File: config.mk
export PLATFORM = sky130hd
export DESIGN_NAME = axis_rr_arbiter
export DESIGN_NICKNAME = d
export VERILOG_FILES = /design/src/rtl/axis_pkg.sv /design/src/rtl/axis_skid_buffer.sv /design/src/rtl/axis_rr_arbiter.sv
export SDC_FILE = /design/constraint.sdc
export NUM_CORES = 1
export LEC_CHECK = 0
export ABC_CLOCK_PERIOD_IN_PS = 1800
export BUFFER_PORTS_ARGS = -buffer_cell sky130_fd_sc_hd__buf_4
export CORE_MARGIN = 10
export CORE_UTILIZATION = 47
export DETAILED_ROUTE_END_ITERATION = 8
export GPL_TIMING_DRIVEN = 1
export PLACE_DENSITY = 0.76
export SETUP_SLACK_MARGIN = 0.15
export SYNTH_ARGS = -nofsm -noshare
export SYNTH_HDL_FRONTEND = slang
export SYNTH_HIERARCHICAL = 1
export SYNTH_SLANG_ARGS = --single-unit
File: constraint.sdc
create_clock -name AXIS_ACLK -period 1.8 [get_ports AXIS_ACLK]
set_input_delay 0.09 -clock AXIS_ACLK [delete_from_list [all_inputs] [get_ports AXIS_ACLK]]
set_output_delay 0.09 -clock AXIS_ACLK [all_outputs]
set_load 0.005 [all_outputs]
File: src/rtl/axis_pkg.sv
// Shared definitions for the stream arbiter: FSM encoding, width helper and
// the engine input depth that bounds a single grant.
package axis_pkg;

  localparam int C_ENGINE_DEPTH = 8;

  typedef enum logic {
    IDLE  = 1'b0,
    GRANT = 1'b1
  } arb_state_e;

  // Number of bits needed to hold 'value' (1 for value 1, 3 for value 7, 4 for 8).
  function automatic int clogb2(input int value);
    int v;
    int r;
    v = value;
    r = 0;
    while (v > 0) begin
      r++;
      v = v >> 1;
    end
    return r;
  endfunction

endpackage

File: src/rtl/axis_skid_buffer.sv
// Two-entry order-preserving output buffer. 'full' is a flop so the upstream
// ready it gates never depends combinationally on the downstream ready.
module axis_skid_buffer #(
  parameter int W = 8
) (
  input  logic         clk,
  input  logic         rst_n,
  input  logic         push,
  input  logic [W-1:0] push_data,
  output logic         full,
  input  logic         pop_ready,
  output logic         out_valid,
  output logic [W-1:0] out_data
);

  logic [W-1:0] mem_q [2];
  logic [W-1:0] mem_d [2];
  logic         wr_ptr_q, wr_ptr_d;
  logic         rd_ptr_q, rd_ptr_d;
  logic [1:0]   count_q, count_d;
  logic         full_q, full_d;
  logic         pop;

  assign pop = (count_q != 2'd0) && pop_ready;

  always_comb begin
    // NOTE: every signal written here gets a default first, so no path leaves
    // it unassigned and no latch is inferred.
    mem_d    = mem_q;
    wr_ptr_d = wr_ptr_q;
    rd_ptr_d = rd_ptr_q;
    if (push) begin
      mem_d[wr_ptr_q] = push_data;
      wr_ptr_d        = ~wr_ptr_q;
    end
    if (pop) begin
      rd_ptr_d = ~rd_ptr_q;
    end
    count_d = count_q + {1'b0, push} - {1'b0, pop};
    full_d  = (count_d == 2'd2);
  end

  always_ff @(posedge clk or negedge rst_n) begin
    if (!rst_n) begin
      // NOTE: the storage is reset as well because the output port reads it
      // directly and must show zeros out of reset.
      mem_q[0] <= '0;
      mem_q[1] <= '0;
      wr_ptr_q <= 1'b0;
      rd_ptr_q <= 1'b0;
      count_q  <= 2'd0;
      full_q   <= 1'b0;
    end else begin
      // NOTE: non-blocking updates make every flop sample pre-edge values,
      // independent of statement order.
      mem_q    <= mem_d;
      wr_ptr_q <= wr_ptr_d;
      rd_ptr_q <= rd_ptr_d;
      count_q  <= count_d;
      full_q   <= full_d;
    end
  end

  assign full      = full_q;
  assign out_valid = (count_q != 2'd0);
  assign out_data  = mem_q[rd_ptr_q];

endmodule

File: src/rtl/axis_rr_arbiter.sv
// Packet-level round-robin arbiter feeding one AXI4-Stream engine. A grant
// lasts one packet, capped at C_MAX_BEATS beats; the source index rides on TID.
module axis_rr_arbiter
  import axis_pkg::*;
#(
  parameter int C_AXIS_TDATA_WIDTH = 32,
  parameter int C_NUM_REQ          = 2,
  parameter int C_MAX_BEATS        = C_ENGINE_DEPTH
) (
  input  logic                                    AXIS_ACLK,
  input  logic                                    AXIS_ARESETN,
  input  logic [C_NUM_REQ-1:0]                    S_AXIS_TVALID,
  output logic [C_NUM_REQ-1:0]                    S_AXIS_TREADY,
  input  logic [C_NUM_REQ*C_AXIS_TDATA_WIDTH-1:0] S_AXIS_TDATA,
  input  logic [C_NUM_REQ*C_AXIS_TDATA_WIDTH/8-1:0] S_AXIS_TSTRB,
  input  logic [C_NUM_REQ-1:0]                    S_AXIS_TLAST,
  output logic                                    M_AXIS_TVALID,
  input  logic                                    M_AXIS_TREADY,
  output logic [C_AXIS_TDATA_WIDTH-1:0]           M_AXIS_TDATA,
  output logic [C_AXIS_TDATA_WIDTH/8-1:0]         M_AXIS_TSTRB,
  output logic                                    M_AXIS_TLAST,
  output logic [clogb2(C_NUM_REQ-1)-1:0]          M_AXIS_TID,
  output logic                                    busy,
  output logic                                    split_pulse
);

  localparam int DW   = C_AXIS_TDATA_WIDTH;
  localparam int SW   = C_AXIS_TDATA_WIDTH / 8;
  localparam int TIDW = clogb2(C_NUM_REQ - 1);
  localparam int CNTW = clogb2(C_MAX_BEATS);
  localparam int PW   = TIDW + 1 + SW + DW;
  localparam logic [CNTW-1:0] LAST_CNT = CNTW'(C_MAX_BEATS - 1);

  arb_state_e      state_q, state_d;
  logic [TIDW-1:0] grant_q, grant_d;
  logic [TIDW-1:0] last_grant_q, last_grant_d;
  logic [CNTW-1:0] beat_cnt_q, beat_cnt_d;
  logic            split_q, split_d;

  logic [TIDW-1:0] hi_pick, lo_pick, rr_pick;
  logic            hi_found, lo_found, rr_found;

  logic            sel_valid, sel_last;
  logic [DW-1:0]   sel_data;
  logic [SW-1:0]   sel_strb;
  logic            accept, out_last, skid_full;
  logic [PW-1:0]   skid_out;

  // Requesters above last_grant win over those at or below it, which gives
  // the modulo search order without any wrap-around arithmetic.
  always_comb begin
    hi_pick  = '0;
    lo_pick  = '0;
    hi_found = 1'b0;
    lo_found = 1'b0;
    for (int j = 0; j < C_NUM_REQ; j++) begin
      if (S_AXIS_TVALID[j]) begin
        if (j > int'(last_grant_q)) begin
          if (!hi_found) begin
            hi_pick  = TIDW'(j);
            hi_found = 1'b1;
          end
        end else if (!lo_found) begin
          lo_pick  = TIDW'(j);
          lo_found = 1'b1;
        end
      end
    end
    rr_found = hi_found || lo_found;
    rr_pick  = hi_found ? hi_pick : lo_pick;
  end

  always_comb begin
    sel_valid = 1'b0;
    sel_last  = 1'b0;
    sel_data  = '0;
    sel_strb  = '0;
    for (int i = 0; i < C_NUM_REQ; i++) begin
      if (grant_q == TIDW'(i)) begin
        sel_valid = S_AXIS_TVALID[i];
        sel_last  = S_AXIS_TLAST[i];
        sel_data  = S_AXIS_TDATA[i*DW +: DW];
        sel_strb  = S_AXIS_TSTRB[i*SW +: SW];
      end
    end
  end

  always_comb begin
    state_d       = state_q;
    grant_d       = grant_q;
    last_grant_d  = last_grant_q;
    beat_cnt_d    = beat_cnt_q;
    split_d       = 1'b0;
    S_AXIS_TREADY = '0;
    accept        = 1'b0;
    out_last      = sel_last || (beat_cnt_q == LAST_CNT);
    case (state_q)
      IDLE: begin
        if (rr_found) begin
          grant_d = rr_pick;
          state_d = GRANT;
        end
      end
      GRANT: begin
        for (int i = 0; i < C_NUM_REQ; i++) begin
          if (grant_q == TIDW'(i)) S_AXIS_TREADY[i] = !skid_full;
        end
        accept = sel_valid && !skid_full;
        if (accept) begin
          beat_cnt_d = beat_cnt_q + CNTW'(1);
          if (out_last) begin
            // A cap-forced end leaves the rest of the source packet to
            // compete again as a fresh packet.
            beat_cnt_d   = '0;
            last_grant_d = grant_q;
            state_d      = IDLE;
            split_d      = !sel_last;
          end
        end
      end
      default: state_d = IDLE;
    endcase
  end

  always_ff @(posedge AXIS_ACLK or negedge AXIS_ARESETN) begin
    if (!AXIS_ARESETN) begin
      state_q      <= IDLE;
      grant_q      <= '0;
      last_grant_q <= TIDW'(C_NUM_REQ - 1);
      beat_cnt_q   <= '0;
      split_q      <= 1'b0;
    end else begin
      state_q      <= state_d;
      grant_q      <= grant_d;
      last_grant_q <= last_grant_d;
      beat_cnt_q   <= beat_cnt_d;
      split_q      <= split_d;
    end
  end

  axis_skid_buffer #(
    .W(PW)
  ) u_skid (
    .clk      (AXIS_ACLK),
    .rst_n    (AXIS_ARESETN),
    .push     (accept),
    .push_data({grant_q, out_last, sel_strb, sel_data}),
    .full     (skid_full),
    .pop_ready(M_AXIS_TREADY),
    .out_valid(M_AXIS_TVALID),
    .out_data (skid_out)
  );

  assign {M_AXIS_TID, M_AXIS_TLAST, M_AXIS_TSTRB, M_AXIS_TDATA} = skid_out;
  assign busy        = (state_q == GRANT);
  assign split_pulse = split_q;

endmodule

==> flow_summary.toml <==
[critical_path]
critPathCaptureType = "flop"
r2r-start = "u_skid/count_q[0]"
reg2reg_to = "u_skid/full"
crit_type = "reg -> reg"
setup.worst_path.start = "u_skid/count_q[0]"
critPathMaxFanout = 2
critPathLaunchType = "flop"
cp.arrival_ns = 1.98
cp.required_ns = 2.05
reg2regPathDepth = 6
r2r_slack_ns = 0.07

[synth]
synthArstFlopShare_pct = 100.0
yosysWarningCount = 6
synthesis.nets = 388
seq_area_frac_synth_pct = 50.55
syn-cell-area_mm2 = 0.004408
syn_area_per_cell_um2 = 14.41
synth-edff-count = 0
synthFlopType = "dfrtp_1"
netlist-cell-type-count = 33
synthCells = 306
synth-seq-cells = 89

[clock_network]
cts-root-buf = "clkbuf_8"
clock_sinks = 89
tritoncts = "yes"
clk_path_buf_depth = 2
htree_num_levels = 3
cts.reportedPaths.clkPinSlew_ns = 0.08
insertion_delay_ns = 0.36
numCtsBuffers = 9

[global_routing]
overflow = 0
grt_usage_pct = 15.54
antenna_found_initial = 0
grt_pass1_wl_mm = 16.63
grt_pass1_vias = 3325
grt_max_degree = 48

[run_status]
status = "completed"

[pwr]
p_per_area_mw_per_mm2 = 1912
p_leak_uw = 0.002871
peakVddDrop_mv = 1.064

[timing]
fmax_mhz = 577.5
hold_viol_final = 0
setup_viol = 0
hold_slack_ns = 0.01877
drv_slew = 0
clock_skew_ns = 0.008403
fin_crit_sh_pct = 96.20
grt_setup_unrepaired = "yes"
maxSlewHeadroom_pct = 58.37
setup_slack_ns = 0.06847
fin_crit_ns = 1.732
worstMarginPinSlew_ns = 0.6245
fin_setup_tns_ns = 0

[final_layout]
final_cells = 566
syn_to_final_growth_pct = 41.73
n_fill_cell = 649
final_nets = 533
mostFrequentLayoutCell = "buf_4"
layout_common_cells = "134 x buf_4, 96 x mux2_2, 86 x dfrtp_1"
insertedDiodeCount = 0
layout-drive-gt1-share_pct = 69.23

[detailed_routing]
routedWlPerCell_um = 20.23
drt-total-wl_mm = 11.45
dr.pass1.iters = 4
first_iter_violations = 93
vias = 3046
routed_via_density = 5.382
drc = 0
ant_nets = 0

[run]
maxCapViolCount = 0

[placed_design]
hpwl_mm = 7.441
place_ws_ns = 0.03560
place_inst = 536
gp_congestion = 0.7587
portBuffers = 121

[worst_hold_path]
worstHoldEndpoint = "busy"
min_path_type = "in -> reg"
worstHoldStart = "S_AXIS_TVALID[1]"
hold_depth = 3

[floorplan]
die_y_um = 116.8
num_rows = 35
dieArea_mm2 = 0.01365
pin_count = 122
core_mm2 = 0.009196
initial_core_util_pct = 47.93
die_x_um = 116.8
[area by class of cell]
class | count | area, um^2 | share of cell area (%)
inverter | 4 | 15.01 | 0.2403
clock buffer | 11 | 141.4 | 2.263
tap | 111 | 138.9 | 2.223
timing repair buffer | 151 | 1359 | 21.75
clock inverter | 4 | 76.32 | 1.222
multi-input combinational | 196 | 2286 | 36.59
sequential | 89 | 2231 | 35.71
[per-layer routing]
metal	vias to the layer above	wire length, um	global-route usage, %
met5	-	0	0
met4	0	197	5.354
met3	17	809	4.740
met2	95	5632	25.50
met1	1542	4811	19.01
li1	1392	-	-
[power by group]
group / internal [uW] / switching [uW]
registers: 3040 / 551
clock network: 818 / 699
logic: 4280 / 2560
total: 8140 / 3800
[metrics by stage]
step	utilization, %	cell area [um^2]	total power [uW]
final	67.93	6247	11940
after global routing	67.93	6247	12680
after CTS	64.88	5967	11270
after detailed placement	61.32	5639	9463
after global placement	61.32	5639	9263
after floorplan	-	4523	7193
[repair_timing]
item | 4_1_cts | 5_1_grt
setup buffers | 6 | 2
setup endpoints to repair | 73 | 79
gates resized for setup | 8 | 27
hold endpoints to repair | 44 | 0
hold buffers | 1 | 0
pin swaps | 4 | 2
cloned | 1 | 5
[worst max-delay path, cell delays in order (launching register included)]
cell	delay, ns
dfrtp_1	0.40
o21a_1	0.23
ha_4	0.28
inv_2	0.04
ha_4	0.17
xnor2_4	0.19
mux2_4	0.31
[cell usage after synthesis (2+ instances only)]
master	instances	share of area, %
dfrtp_1	88	50
buf_6	6	1.5
inv_1	4	0.34
xnor2_1	2	0.40
xor2_1	2	0.40
o211ai_1	2	0.34
nor2_1	5	0.43
mux2_1	23	5.9
o21ai_0	4	0.45
ha_1	3	0.85
nor2b_1	3	0.43
nand2_1	4	0.34
buf_2	10	1.1
mux2_2	130	33
a32o_1	2	0.45
[state kept, by name (all words and copies together) (netlist names)]
signal / cells
u_skid/full: 1
u_skid/rd_ptr_q: 1
busy: 1
last_grant_q: 1
u_skid/count_q: 2
u_skid/wr_ptr_q: 1
grant_q: 1
beat_cnt_q: 4
u_skid/mem_q: 76
split_pulse: 1
[logic make-up (layout without fill, tap and decap cells)]
kind of cell    after synthesis  in the layout  synth area share [%]
buf+inv                      21            170                 3.179
xor+xnor                      4              4                0.7949
flops                        89             89                 50.55
fa+ha+maj                     3              3                0.8516
compound gates               11             11                 1.902
mux                         156            156                 39.97
simple gates                 22             22                 2.754
[worst max path at each step]
stage                       end  slack (ns)
5_1_grt             u_skid/full        0.03
6_report            u_skid/full        0.07
2_1_floorplan  u_skid/mem_q[45]        0.06
3_5_place_dp        u_skid/full        0.04
4_1_cts             u_skid/full        0.09
3_3_place_gp        u_skid/full        0.10
(Power assumes the default switching activity.)
